==> src/rtl/cfg_pkg.sv <==
// ----------------------------------------------------------------------------
// cfg_pkg
// Shared definitions for the configuration loader: default word and chain
// sizes and the loader FSM state encoding.
// No ports (package).
// ----------------------------------------------------------------------------
package cfg_pkg;

   // Default width of one configuration word on the input bus.
   localparam int DEF_WORD_W    = 8;
   // Default total length of the CLB scan chain.
   localparam int DEF_CHAIN_LEN = 40;

   // Loader sequencing states.
   typedef enum logic [1:0] {
      ST_IDLE   = 2'd0,
      ST_LOAD   = 2'd1,
      ST_SHIFT  = 2'd2,
      ST_COMMIT = 2'd3
   } cfg_state_e;

endpackage : cfg_pkg

==> src/rtl/cfg_loader_if.sv <==
// ----------------------------------------------------------------------------
// cfg_loader_if
// Bundles the loader's control, word-input handshake and scan-chain outputs.
//   master : producer/controller side (drives start, in_valid, in_data)
//   slave  : cfg_loader side (drives in_ready, scan_en, scan_out,
//            cfg_commit, busy, done)
// Parameter WORD_W : width of in_data.
// ----------------------------------------------------------------------------
interface cfg_loader_if
   import cfg_pkg::*;
#(
   parameter int WORD_W = DEF_WORD_W
) ();

   logic              start;
   logic              in_valid;
   logic              in_ready;
   logic [WORD_W-1:0] in_data;
   logic              scan_en;
   logic              scan_out;
   logic              cfg_commit;
   logic              busy;
   logic              done;

   modport master (
      output start, in_valid, in_data,
      input  in_ready, scan_en, scan_out, cfg_commit, busy, done
   );

   modport slave (
      input  start, in_valid, in_data,
      output in_ready, scan_en, scan_out, cfg_commit, busy, done
   );

endinterface : cfg_loader_if

==> src/rtl/cfg_shifter.sv <==
// ----------------------------------------------------------------------------
// cfg_shifter
// Parallel-load, LSB-first shift register with a total-bit counter and a
// per-word bit counter.
// Ports:
//   clk, rst_n     : clock, asynchronous active-low reset
//   clr_i          : clear the total bit counter (start of a new load)
//   load_i         : load data_i into the shift register
//   shift_i        : shift right by one, count the bit
//   data_i         : word to load
//   bit0_o         : current LSB (next bit to go onto the chain)
//   word_last_o    : the bit in bit0_o is the last bit of the current word
//   chain_last_o   : the bit in bit0_o is the last bit of the chain
// ----------------------------------------------------------------------------
module cfg_shifter
   import cfg_pkg::*;
#(
   parameter int WORD_W    = DEF_WORD_W,
   parameter int CHAIN_LEN = DEF_CHAIN_LEN
) (
   input  logic              clk,
   input  logic              rst_n,
   input  logic              clr_i,
   input  logic              load_i,
   input  logic              shift_i,
   input  logic [WORD_W-1:0] data_i,
   output logic              bit0_o,
   output logic              word_last_o,
   output logic              chain_last_o
);

   // Sized so the total count can reach CHAIN_LEN without wrapping.
   localparam int CNT_W  = $clog2(CHAIN_LEN + 1);
   localparam int WCNT_W = $clog2(WORD_W + 1);

   logic [WORD_W-1:0] shift_q, shift_d;
   logic [WORD_W-1:0] shifted;
   logic [CNT_W-1:0]  cnt_q, cnt_d;
   logic [WCNT_W-1:0] wcnt_q, wcnt_d;

   // Right-shift with zero fill at the MSB.
   genvar gi;
   generate
      for (gi = 0; gi < WORD_W; gi++) begin : g_shift
         if (gi == WORD_W - 1) begin : g_msb
            assign shifted[gi] = 1'b0;
         end else begin : g_bit
            assign shifted[gi] = shift_q[gi+1];
         end
      end
   endgenerate

   always_comb begin
      shift_d = shift_q;
      cnt_d   = cnt_q;
      wcnt_d  = wcnt_q;
      if (clr_i) begin
         cnt_d = '0;
      end
      if (load_i) begin
         shift_d = data_i;
         wcnt_d  = '0;
      end else if (shift_i) begin
         shift_d = shifted;
         wcnt_d  = wcnt_q + 1'b1;
         cnt_d   = cnt_q + 1'b1;
      end
   end

   always_ff @(posedge clk or negedge rst_n) begin
      if (!rst_n) begin
         shift_q <= '0;
         cnt_q   <= '0;
         wcnt_q  <= '0;
      end else begin
         shift_q <= shift_d;
         cnt_q   <= cnt_d;
         wcnt_q  <= wcnt_d;
      end
   end

   assign bit0_o       = shift_q[0];
   assign word_last_o  = (wcnt_q == WCNT_W'(WORD_W - 1));
   assign chain_last_o = (cnt_q == CNT_W'(CHAIN_LEN - 1));

endmodule : cfg_shifter

==> src/rtl/cfg_loader.sv <==
// ----------------------------------------------------------------------------
// cfg_loader
// Accepts configuration words over a valid/ready handshake and shifts them,
// LSB first, into a CLB scan chain of CHAIN_LEN bits, then strobes
// cfg_commit and raises the sticky done flag.
// Ports:
//   clk    : clock, all state on rising edge
//   rst_n  : asynchronous active-low reset (aborts any load in progress)
//   bus    : cfg_loader_if.slave
//            start, in_valid, in_data in; in_ready, scan_en, scan_out,
//            cfg_commit, busy, done out
// ----------------------------------------------------------------------------
module cfg_loader
   import cfg_pkg::*;
#(
   parameter int WORD_W    = DEF_WORD_W,
   parameter int CHAIN_LEN = DEF_CHAIN_LEN
) (
   input  logic         clk,
   input  logic         rst_n,
   cfg_loader_if.slave  bus
);

   cfg_state_e state_q, state_d;
   logic       done_q, done_d;

   logic in_ready;
   logic scan_en;
   logic cfg_commit;
   logic sh_clr;
   logic sh_load;
   logic sh_shift;
   logic sh_bit0;
   logic sh_word_last;
   logic sh_chain_last;

   cfg_shifter #(
      .WORD_W    (WORD_W),
      .CHAIN_LEN (CHAIN_LEN)
   ) u_shifter (
      .clk          (clk),
      .rst_n        (rst_n),
      .clr_i        (sh_clr),
      .load_i       (sh_load),
      .shift_i      (sh_shift),
      .data_i       (bus.in_data),
      .bit0_o       (sh_bit0),
      .word_last_o  (sh_word_last),
      .chain_last_o (sh_chain_last)
   );

   always_comb begin
      state_d    = state_q;
      done_d     = done_q;
      in_ready   = 1'b0;
      scan_en    = 1'b0;
      cfg_commit = 1'b0;
      sh_clr     = 1'b0;
      sh_load    = 1'b0;
      sh_shift   = 1'b0;
      case (state_q)
         ST_IDLE: begin
            if (bus.start) begin
               state_d = ST_LOAD;
               done_d  = 1'b0;
               sh_clr  = 1'b1;
            end
         end
         ST_LOAD: begin
            in_ready = 1'b1;
            if (bus.in_valid) begin
               sh_load = 1'b1;
               state_d = ST_SHIFT;
            end
         end
         ST_SHIFT: begin
            scan_en  = 1'b1;
            sh_shift = 1'b1;
            // Chain end takes priority over word end: the unused high bits
            // of a final partial word are simply dropped.
            if (sh_chain_last) begin
               state_d = ST_COMMIT;
            end else if (sh_word_last) begin
               state_d = ST_LOAD;
            end
         end
         ST_COMMIT: begin
            cfg_commit = 1'b1;
            done_d     = 1'b1;
            state_d    = ST_IDLE;
         end
         default: begin
            state_d = ST_IDLE;
         end
      endcase
   end

   always_ff @(posedge clk or negedge rst_n) begin
      if (!rst_n) begin
         state_q <= ST_IDLE;
         done_q  <= 1'b0;
      end else begin
         state_q <= state_d;
         done_q  <= done_d;
      end
   end

   assign bus.in_ready   = in_ready;
   assign bus.scan_en    = scan_en;
   // Gated so the chain input is quiet whenever it is not shifting.
   assign bus.scan_out   = scan_en & sh_bit0;
   assign bus.cfg_commit = cfg_commit;
   assign bus.busy       = (state_q != ST_IDLE);
   assign bus.done       = done_q;

endmodule : cfg_loader
==> src/flat_wrapper.sv <==
// flat-port wrapper written by rule: the top's interface ports become plain ports
module cfg_loader_flat import cfg_pkg::*;
#(
   parameter int WORD_W    = DEF_WORD_W,
   parameter int CHAIN_LEN = DEF_CHAIN_LEN
)
  (clk, rst_n, bus_start, bus_in_valid, bus_in_data, bus_in_ready, bus_scan_en, bus_scan_out, bus_cfg_commit, bus_busy, bus_done);
  cfg_loader_if #(.WORD_W(WORD_W)) bus_i ();
  input  logic clk;
  input  logic rst_n;
  input wire logic [$bits(bus_i.start)-1:0] bus_start;
  input wire logic [$bits(bus_i.in_valid)-1:0] bus_in_valid;
  input wire logic [$bits(bus_i.in_data)-1:0] bus_in_data;
  output wire logic [$bits(bus_i.in_ready)-1:0] bus_in_ready;
  output wire logic [$bits(bus_i.scan_en)-1:0] bus_scan_en;
  output wire logic [$bits(bus_i.scan_out)-1:0] bus_scan_out;
  output wire logic [$bits(bus_i.cfg_commit)-1:0] bus_cfg_commit;
  output wire logic [$bits(bus_i.busy)-1:0] bus_busy;
  output wire logic [$bits(bus_i.done)-1:0] bus_done;
  assign bus_i.start = bus_start;
  assign bus_i.in_valid = bus_in_valid;
  assign bus_i.in_data = bus_in_data;
  assign bus_in_ready = bus_i.in_ready;
  assign bus_scan_en = bus_i.scan_en;
  assign bus_scan_out = bus_i.scan_out;
  assign bus_cfg_commit = bus_i.cfg_commit;
  assign bus_busy = bus_i.busy;
  assign bus_done = bus_i.done;
  cfg_loader #(.WORD_W(WORD_W), .CHAIN_LEN(CHAIN_LEN)) u_core (.clk(clk), .rst_n(rst_n), .bus(bus_i));
endmodule
==> config.mk <==
export PLATFORM = sky130hd
export DESIGN_NAME = cfg_loader_flat
export DESIGN_NICKNAME = d
export VERILOG_FILES = /design/src/rtl/cfg_pkg.sv /design/src/rtl/cfg_loader_if.sv /design/src/rtl/cfg_shifter.sv /design/src/rtl/cfg_loader.sv /design/src/flat_wrapper.sv
export SDC_FILE = /design/constraint.sdc
export NUM_CORES = 1
export LEC_CHECK = 0
export CAP_MARGIN = 20
export CORE_MARGIN = 4
export CORE_UTILIZATION = 50
export DETAILED_ROUTE_END_ITERATION = 6
export HOLD_SLACK_MARGIN = 0.1
export PLACE_DENSITY = 0.88
export SYNTH_ARGS = -nofsm -noshare
export SYNTH_HDL_FRONTEND = slang
export SYNTH_SLANG_ARGS = --single-unit
==> constraint.sdc <==
create_clock -name clk -period 1.53 [get_ports clk]
set_input_delay 0.153 -clock clk [delete_from_list [all_inputs] [get_ports clk]]
set_output_delay 0.153 -clock clk [all_outputs]
set_load 0.02 [all_outputs]
==> results_dict.tcl <==
set metrics [dict create \
    synthToLayoutAreaGrowth_pct 20.14 \
    tightest_slew_ps 291.4 \
    crit_chain "nand2b_4 -> inv_6 -> clkdlybuf4s15_1" \
    synth_most_common_cell "dfrtp_1" \
    synth_largest_area_cell "dfrtp_1" \
    avgSynthCellArea_um2 11.21 \
    core_region_area_um2 2022 \
    async_flop_share_pct 100.0 \
    maxSlewHeadroom_pct 80.55 \
    numCtsBuffers 3 \
    dp_hpwl_um 1544 \
    cts_sinks 21 \
    tritoncts "done" \
    cp_slowest_cell "dfrtp_1" \
    path_clk_slew_ps 120 \
    arrival_ps 1290 \
    worstSetupPathType "register to output pin" \
    avgRoutedWirePerCell_um 13.68 \
    fmax_mhz 694.3 \
    grt_pass1_vias 791 \
    min_period_ps 1440 \
    tns_ps 0 \
    reg2reg_slack_ps 100 \
    synth_area_um2 1087 \
    powerDensity_nw_per_um2 1691 \
    clockRootBuffer "clkbuf_4" \
    avgViaCountPerCell 5.365 \
    seq_area_frac_synth_pct 48.33 \
    cts.htree.levels 1 \
    final-hold-violation-count 0 \
    firstDrtPassIters 2 \
    num_io_pins 18 \
    drive_above_1_share_pct 19.01 \
    vias 794 \
    ant_nets 0 \
    yosysUniqueCellTypes 39 \
    min_period_over_period_pct 94.14 \
    r2r_cells 5 \
    worst_setup_path_start_kind "register" \
    gr-usage-all-layers_pct 16.46 \
    drv_slew 0 \
    start_util_pct 53.77 \
    power_mw 2.209 \
    finalSetupViolations 0 \
    wl_met2_um 1064 \
    crit_fanout 4 \
    p_leak_nw 0.6336 \
    vdd_ir_drop_max_mv 1.429 \
    ys_ff_latch 21 \
    row_count 16 \
    gp_congestion 0.7339 \
    n_fill_cell 162 \
    die_area_um2 2984 \
    portBuffers 17 \
    status "finished, final reports clean" \
    fin_nets 136 \
    drc 0 \
    die_h_um 54.63 \
    rr_startpoint "u_core.state_q[0]" \
    die_w_um 54.63 \
    cts_buffer_depth 2 \
    syn_inst 97 \
    cp.required_ps 1380 \
    n_antenna_cell 0 \
    post-place-ws_ps 49.28 \
    cts_hold_buf 0 \
    grt_max_degree 22 \
    rsz0062_at_grt "no" \
    grt_pass1_wl_um 3477 \
    netlist.area_leader.share_pct 48.33 \
    cp-end-kind "output pin" \
    cpPeakStageDelay_ps 420 \
    syn_nets 111 \
    synth_warnings 0 \
    drv_cap 0 \
    wl_met3_um 133 \
    r2r-end "u_core.u_shifter.wcnt_q[2]" \
    cpLargestDelayFamily "flip-flops" \
    grt_antenna_before_repair 0 \
    topRoutingLayerUsed "met4" \
    setup_ws_ps 89.71 \
    synth_commonest_cells "dfrtp_1 (21), nand2_1 (9), a21o_1 (7), a22o_1 (7), o21ai_0 (6)" \
    hold_class "primary input to asynchronous set/reset pin" \
    wl_um 2025 \
    synth_edf_count 0 \
    insertion_delay_ps 310 \
    synth_area_leaders "dfrtp_1 (48%), a22o_1 (5.6%), a21o_1 (4.8%)" \
    synth_top_flop_cell "dfrtp_1" \
    critPathBufInv 2 \
    drtIter0Drc 1 \
    grt_overflow 0 \
    clock_skew_ps 9.103 \
    wl_met1_um 799 \
]
[flip-flops by register name, summed over array words and instances (netlist names)]
register,count
u_core.bus.done,1
u_core.state_q,2
u_core.u_shifter.cnt_q,6
u_core.u_shifter.shift_q,8
u_core.u_shifter.wcnt_q,4
[through the flow]
stage	util, %	instance area [um2]	instances	hold slack, ps
final	64.60	1306	148	169.7
after global routing	64.60	1306	148	163.5
after CTS	65.28	1320	149	172.6
after detailed placement	63.37	1281	143	466.3
after global placement	63.37	1281	143	452.2
after floorplan	-	1087	97	-142.6
[final cells by class]
type / count / area [um2] / area share (%)
tap: 27 / 33.78 / 2.586
multi-input combinational: 66 / 471.7 / 36.11
clock buffer: 3 / 22.52 / 1.724
timing repair buffer: 26 / 224.0 / 17.15
clock inverter: 1 / 7.507 / 0.5747
inverter: 4 / 20.02 / 1.533
sequential: 21 / 526.8 / 40.33
[logic make-up (layout without fill, tap and decap cells)]
logic type / count (synthesis) / count (layout) / share of synthesized area, %
buffers and inverters: 10 / 34 / 8.285
multiplexers: 4 / 4 / 3.912
AO/OA/AOI/OAI: 30 / 30 / 20.14
AND/OR/NAND/NOR: 28 / 28 / 15.42
XOR/XNOR: 2 / 2 / 1.611
adder cells (fa/ha/maj): 2 / 2 / 2.301
flip-flops: 21 / 21 / 48.33
[how the worst max path moves through the flow]
stage,startpoint,endpoint,slack [ps],cells after the start
floorplan,u_core.state_q[0],bus_scan_out,190,6
global placement,u_core.state_q[1],bus_scan_out,70,4
detailed placement,u_core.state_q[1],bus_scan_out,50,4
CTS,u_core.state_q[1],bus_scan_en,10,4
global route,u_core.state_q[0],bus_scan_en,10,3
finish,u_core.state_q[0],bus_scan_en,90,3
[per-layer routing]
metal	GRT usage (%)	vias to the layer above
li1	-	397
met1	17.92	376
met2	29.33	19
met3	6.812	2
met4	3.734	0
met5	0	-
[repair_timing]
action                     CTS  global route
resized for setup           11             4
setup endpoints to repair    5             5
buffers inserted             2             0
[power breakdown]
part | internal (mW) | switching [mW] | total (mW)
Combinational | 0.515 | 0.489 | 1.00
Clock | 0.0997 | 0.174 | 0.274
Sequential | 0.762 | 0.169 | 0.931
Total | 1.38 | 0.833 | 2.21
[placed cells by master (no fill, tap or decap), drive strengths merged, types with 2 or more instances in the layout]
cell type and n:
clkbuf 5, inv 4, and2 2, nand2b 2, dfrtp 21, ha 2, buf 10, mux2i 2
a21o 7, a21oi 3, o21ai 6, nand2 9, clkdlybuf4s50 12, mux2 2, a22o 7, o21bai 2
nor2 3, nand4b 2, or3 2
No activity file was read; power rests on OpenSTA's default activity.
